File: src/rtl/mux2_arb_pkg.sv
// ============================================================================
// Module : mux2_arb_pkg
// Brief  : Shared types and select encodings for the 2:1 stream arbiter.
// Rev    : 1.0
// ============================================================================
`default_nettype none

package mux2_arb_pkg;

   typedef enum logic [1:0] {
      IDLE    = 2'd0,
      GRANT_A = 2'd1,
      GRANT_B = 2'd2
   } arb_state_t;

   localparam logic SEL_A = 1'b0;
   localparam logic SEL_B = 1'b1;

endpackage

`default_nettype wire

File: src/rtl/mux2_stream_arbiter_mux2_bit.sv
// ============================================================================
// Module : mux2_bit
// Brief  : Single-bit 2:1 mux slice, sel=0 picks a, sel=1 picks b.
// Rev    : 1.0
// ============================================================================
`default_nettype none

module mux2_bit (
   input  logic a,
   input  logic b,
   input  logic sel,
   output logic y
);

   assign y = sel ? b : a;

endmodule

`default_nettype wire

File: src/rtl/mux2_stream_arbiter.sv
// ============================================================================
// Module : mux2_stream_arbiter
// Brief  : Round-robin, packet-locked arbiter of two valid/ready streams into
//          one registered output stream through per-bit mux slices.
// Rev    : 1.0
// ============================================================================
`default_nettype none

module mux2_stream_arbiter
   import mux2_arb_pkg::*;
#(
   parameter int WIDTH = 8
) (
   input  logic             clk,
   input  logic             rst_n,
   input  logic [WIDTH-1:0] a_data,
   input  logic             a_valid,
   input  logic             a_last,
   output logic             a_ready,
   input  logic [WIDTH-1:0] b_data,
   input  logic             b_valid,
   input  logic             b_last,
   output logic             b_ready,
   output logic             sel,
   output logic [WIDTH-1:0] out_data,
   output logic             out_valid,
   output logic             out_last,
   input  logic             out_ready
);

   arb_state_t       r_state;
   arb_state_t       w_state_nxt;
   logic             r_rr_ptr;
   logic             w_rr_nxt;
   logic             r_sel;
   logic             w_sel_nxt;
   logic [WIDTH-1:0] r_out_data;
   logic             r_out_valid;
   logic             r_out_last;
   logic [WIDTH-1:0] w_mux_data;
   logic             w_mux_last;
   logic             w_space;
   logic             w_acc;

   // The granted source is already on sel, so the slices present its beat.
   generate
      for (genvar i = 0; i < WIDTH; i++) begin : g_slice
         mux2_bit u_slice (
            .a   (a_data[i]),
            .b   (b_data[i]),
            .sel (r_sel),
            .y   (w_mux_data[i])
         );
      end
   endgenerate

   mux2_bit u_last (
      .a   (a_last),
      .b   (b_last),
      .sel (r_sel),
      .y   (w_mux_last)
   );

   assign w_space = !r_out_valid || out_ready;
   assign a_ready = (r_state == GRANT_A) && w_space;
   assign b_ready = (r_state == GRANT_B) && w_space;
   assign w_acc   = (a_valid && a_ready) || (b_valid && b_ready);

   always_comb begin
      w_state_nxt = r_state;
      w_rr_nxt    = r_rr_ptr;
      w_sel_nxt   = r_sel;
      case (r_state)
         IDLE: begin
            if (a_valid && (!b_valid || r_rr_ptr == SEL_A)) begin
               w_state_nxt = GRANT_A;
               w_sel_nxt   = SEL_A;
            end else if (b_valid) begin
               w_state_nxt = GRANT_B;
               w_sel_nxt   = SEL_B;
            end
         end
         GRANT_A: begin
            if (w_acc && w_mux_last) begin
               w_state_nxt = IDLE;
               w_rr_nxt    = SEL_B;
            end
         end
         GRANT_B: begin
            if (w_acc && w_mux_last) begin
               w_state_nxt = IDLE;
               w_rr_nxt    = SEL_A;
            end
         end
         default: w_state_nxt = IDLE;
      endcase
   end

   always_ff @(posedge clk or negedge rst_n) begin
      if (!rst_n) begin
         r_state  <= IDLE;
         r_rr_ptr <= SEL_A;
         r_sel    <= SEL_A;
      end else begin
         r_state  <= w_state_nxt;
         r_rr_ptr <= w_rr_nxt;
         r_sel    <= w_sel_nxt;
      end
   end

   // A load in the same cycle as a drain replaces the beat and keeps valid high.
   always_ff @(posedge clk or negedge rst_n) begin
      if (!rst_n) begin
         r_out_data  <= '0;
         r_out_valid <= 1'b0;
         r_out_last  <= 1'b0;
      end else if (w_acc) begin
         r_out_data  <= w_mux_data;
         r_out_last  <= w_mux_last;
         r_out_valid <= 1'b1;
      end else if (out_ready) begin
         r_out_valid <= 1'b0;
      end
   end

   assign sel       = r_sel;
   assign out_data  = r_out_data;
   assign out_valid = r_out_valid;
   assign out_last  = r_out_last;

endmodule

`default_nettype wire

File: config.mk
export PLATFORM = sky130hd
export DESIGN_NAME = mux2_stream_arbiter
export DESIGN_NICKNAME = d
export VERILOG_FILES = /design/src/rtl/mux2_arb_pkg.sv /design/src/rtl/mux2_stream_arbiter_mux2_bit.sv /design/src/rtl/mux2_stream_arbiter.sv
export SDC_FILE = /design/constraint.sdc
export NUM_CORES = 1
export LEC_CHECK = 0
export ABC_AREA = 0
export BUFFER_PORTS_ARGS = -buffer_cell sky130_fd_sc_hd__buf_2
export CAP_MARGIN = 20
export CORE_UTILIZATION = 45
export CTS_CLUSTER_SIZE = 14
export DETAILED_ROUTE_END_ITERATION = 8
export PLACE_DENSITY = 0.77
export SETUP_SLACK_MARGIN = 0.5
export SLEW_MARGIN = 30
export SYNTH_ARGS = -nofsm -noshare
export SYNTH_HDL_FRONTEND = slang
export SYNTH_SLANG_ARGS = --single-unit
File: constraint.sdc
create_clock -name clk -period 1.85 [get_ports clk]
set_clock_uncertainty 0.1 [all_clocks]
set_input_delay 0.37 -clock clk [delete_from_list [all_inputs] [get_ports clk]]
set_output_delay 0.37 -clock clk [all_outputs]
set_load 0.02 [all_outputs]
==> results by group <==
Die
  – Die Y: 43.7 µm
  – Initial Util: 50.2%
  – Die area: 1910 µm²
  – Placeable Area: 1560 µm²
  – Row count: 14
  – Die width: 43.7 µm
  – IO Count: 36

Logic synthesis
  – Avg Synthesized Cell Area: 10.4 µm²
  – Ys flop type: dfrtp_1
  – Post-Syn Area: 783 µm²
  – Synth Area in Compound Gates: 22.7%
  – Post-synthesis sequential area ratio: 44.7%
  – Largest area contributor in the netlist: dfrtp_1
  – Simple-gate share of the synthesized area: 9.42%
  – Post-synth EDFFs: 0
  – Netlist cell types: 23
  – Async set-reset flop share out of synthesis: 100%
  – Syn Nets: 101
  – Post-Synthesis Cells: 75
  – Largest cells by area after synthesis: dfrtp_1 (45%), mux2i_1 (12%), o21ai_0 (12%)
  – Adder-Cell Fraction of Synth Area: 4.79%
  – Post-synthesis xor/xnor area fraction: 0%
  – Yosys top cell area share: 44.7%
  – Largest family of logic cells by synthesized area: compound AO/OA/AOI/OAI gates
  – Synth Register Bits: 14
  – Synth warn: 0
  – Multiplexer share of the synthesized area: 12.9%

Routing
  – Post-route DRC: 4
  – Via count: 781
  – Drt first pass iters: 6
  – DR iter-0 viols: 40
  – Vias/cell: 5.66
  – Per-cell routed wire length: 14.6 µm
  – Number of antenna-violating nets in the routed design: 0
  – WL final: 2.02 mm

STA
  – Slew headroom: 78.3%
  – Fin worst setup slack: 121 ps
  – Part of the cycle the worst path needs: 93.5%
  – Fmax: 0.578 GHz
  – RSZ-0062 raised after global routing: yes
  – Final min period: 1730 ps
  – Final Hold Fails: 0
  – Total negative slack: 0 ps
  – Slew Limit Fails: 0
  – Hold WS: 261 ps
  – Tightest Pin Transition: 316 ps
  – Setup violations, final: 0

Global route
  – Vias in the first global route: 697
  – First-pass GRT wire length: 3.11 mm
  – Gr ovfl total: 0
  – Largest net degree at the start of global routing: 15
  – GRT Total Usage: 23.1%
  – Antenna violations before repair: 0

Power and ir drop
  – Sw Share: 43.6%
  – Combinational Power Share: 60.2%
  – Clock power share: 11.4%
  – Net switching power: 0.000869 W
  – Lkg Pwr: 0.579 nW
  – Sequential Power Share: 28.4%
  – PwrDens: 1770 nW/µm²
  – Worst IR Drop VDD: 1.01 mV
  – Cell internal pwr: 0.00112 W

Cells and area
  – Fill cells: 115
  – Commonest non-fill, non-tap cell in the layout: buf_2
  – Layout Area Growth over Synthesis: 43.6%
  – Fin nets: 149
  – Antenna cells: 0
  – Sequential standard cell area: 352 µm²
  – Area used by multi-input combinational logic: 419 µm²
  – Commonest non-fill, non-tap cells in the layout: buf_2 (32), o21ai_0 (18), dfrtp_1 (13)
  – Share of post-route cells with drive strength above 1: 50.0%

Worst hold path
  – Class of the worst hold path: in -> reg

Worst setup path
  – Worst Path Max Fanout: 4
  – WP depth: 4
  – Critical path arrival: 1260 ps
  – Crit-path cells: buf_6 > ha_4 > and2_4 > buf_6
  – R2R Setup Slk: 210 ps
  – R2R Path Start: r_state[1]
  – Slowest stage delay, CP: 430 ps
  – Critical path class: reg -> out
  – Crit path from: r_state[0]
  – Reg2Reg Depth: 5
  – CP bufs+invs: 2
  – CP required: 1380 ps
  – Delay-heaviest family, CP: flip-flops
  – Crit path max-delay cell type: dfrtp_1
  – Crit end category: primary output
  – Critical Path Start Type: flop
  – Worst reg2reg endpoint: r_rr_ptr
  – Worst setup endpoint: a_ready
  – CP dominant cell by count: buf_6

Placed design
  – RePlAce Congestion: 0.854
  – Port Buffers: 35
  – Setup WS pre-CTS: 236 ps
  – DP Wirelength: 1.38 mm

Run
  – Total of max-cap violations: 0

CTS
  – CTS tree: yes
  – Max clock buf depth: 2
  – Worst-path clk slew: 90 ps
  – Clock network latency to the later pin of the worst-skew pair: 280 ps
  – Max H-tree Level: 1
  – CTS Sinks: 14
  – CTS Buf Count: 3
  – CTS Root Cell: clkbuf_4

Status
  – Violated checks: DRC
  – Status: finished with violations
-- per-layer routing --
| metal | track usage, % | vias to the layer above | share of wire (%) |
|---|---|---|---|
| li1 | - | 369 | - |
| met1 | 26.1 | 379 | 41 |
| met2 | 40.9 | 29 | 53 |
| met3 | 5.00 | 4 | 4.9 |
| met4 | 11.3 | 0 | 1.5 |
| met5 | 0 | - | 0 |
-- worst min path at each step --
stage,from,to,cells after the start
detailed placement,rst_n,out_data[7],1
global placement,rst_n,out_data[7],1
floorplan,rst_n,out_data[0],0
finish,a_data[5],out_data[5],3
global route,b_data[5],out_data[5],3
CTS,a_data[5],out_data[5],3
-- metrics by stage --
step	total power, W	util, %	std cells	instance area, µm²
after floorplan	0.00126	-	75	787
after global placement	0.00148	62.0	125	967
after detailed placement	0.00152	62.0	125	967
after CTS	0.00190	69.8	134	1090
after global routing	0.00212	72.2	138	1120
final	0.00199	72.2	138	1120
-- synthesized netlist by cell type (all sizes together) (2+ instances only) --
master	instances
a21o	2
mux2i	9
nor2b	2
dfrtp	14
nand2	5
inv	4
and2	2
buf	3
ha	3
o21ai	18
o22ai	2
-- flip-flops by register name (all words and copies together) (netlist names) --
register,flops
r_rr_ptr,1
out_data,8
sel,1
r_state,2
out_last,1
out_valid,1
-- cell type report --
| class | count | share of cell area [%] |
|---|---|---|
| Clock buffer | 4 | 3.23 |
| Multi-Input combinational cell | 54 | 37.3 |
| Tap cell | 16 | 1.78 |
| Inverter | 4 | 1.33 |
| Sequential cell | 14 | 31.3 |
| Timing Repair Buffer | 46 | 25.1 |
-- power by group through the flow --
| stage | sequential (W) | combinational, W | clock, W |
|---|---|---|---|
| floorplan | 0.000676 | 0.000579 | 0 |
| finish | 0.000565 | 0.00120 | 0.000227 |
| detailed placement | 0.000567 | 0.000950 | 0 |
| global route | 0.000577 | 0.00130 | 0.000236 |
| CTS | 0.000558 | 0.00112 | 0.000226 |
| global placement | 0.000557 | 0.000928 | 0 |
-- cell families (layout without fill, tap and decap cells) --
| kind of cell | Yosys count | in the layout |
|---|---|---|
| AO/OA/AOI/OAI | 28 | 28 |
| adder cells (fa/ha/maj) | 3 | 3 |
| buffers and inverters | 7 | 54 |
| flip-flops | 14 | 14 |
| multiplexers | 10 | 10 |
| AND/OR/NAND/NOR | 13 | 13 |
-- timing repair --
item                                    CTS  global route
buffers inserted                          4             4
hold endpoints to repair                 14             0
endpoints found under the setup margin   16            16
pin swaps                                 2             0
hold buffers                              1             0
gates cloned                              0             0
gates resized for setup                  13             2
-- worst min-delay path, cell delays in order --
cell and delay (ps):
buf_2 70, mux2i_1 50, o21ai_0 120
Note: power is estimated with default switching activity, not from simulation.
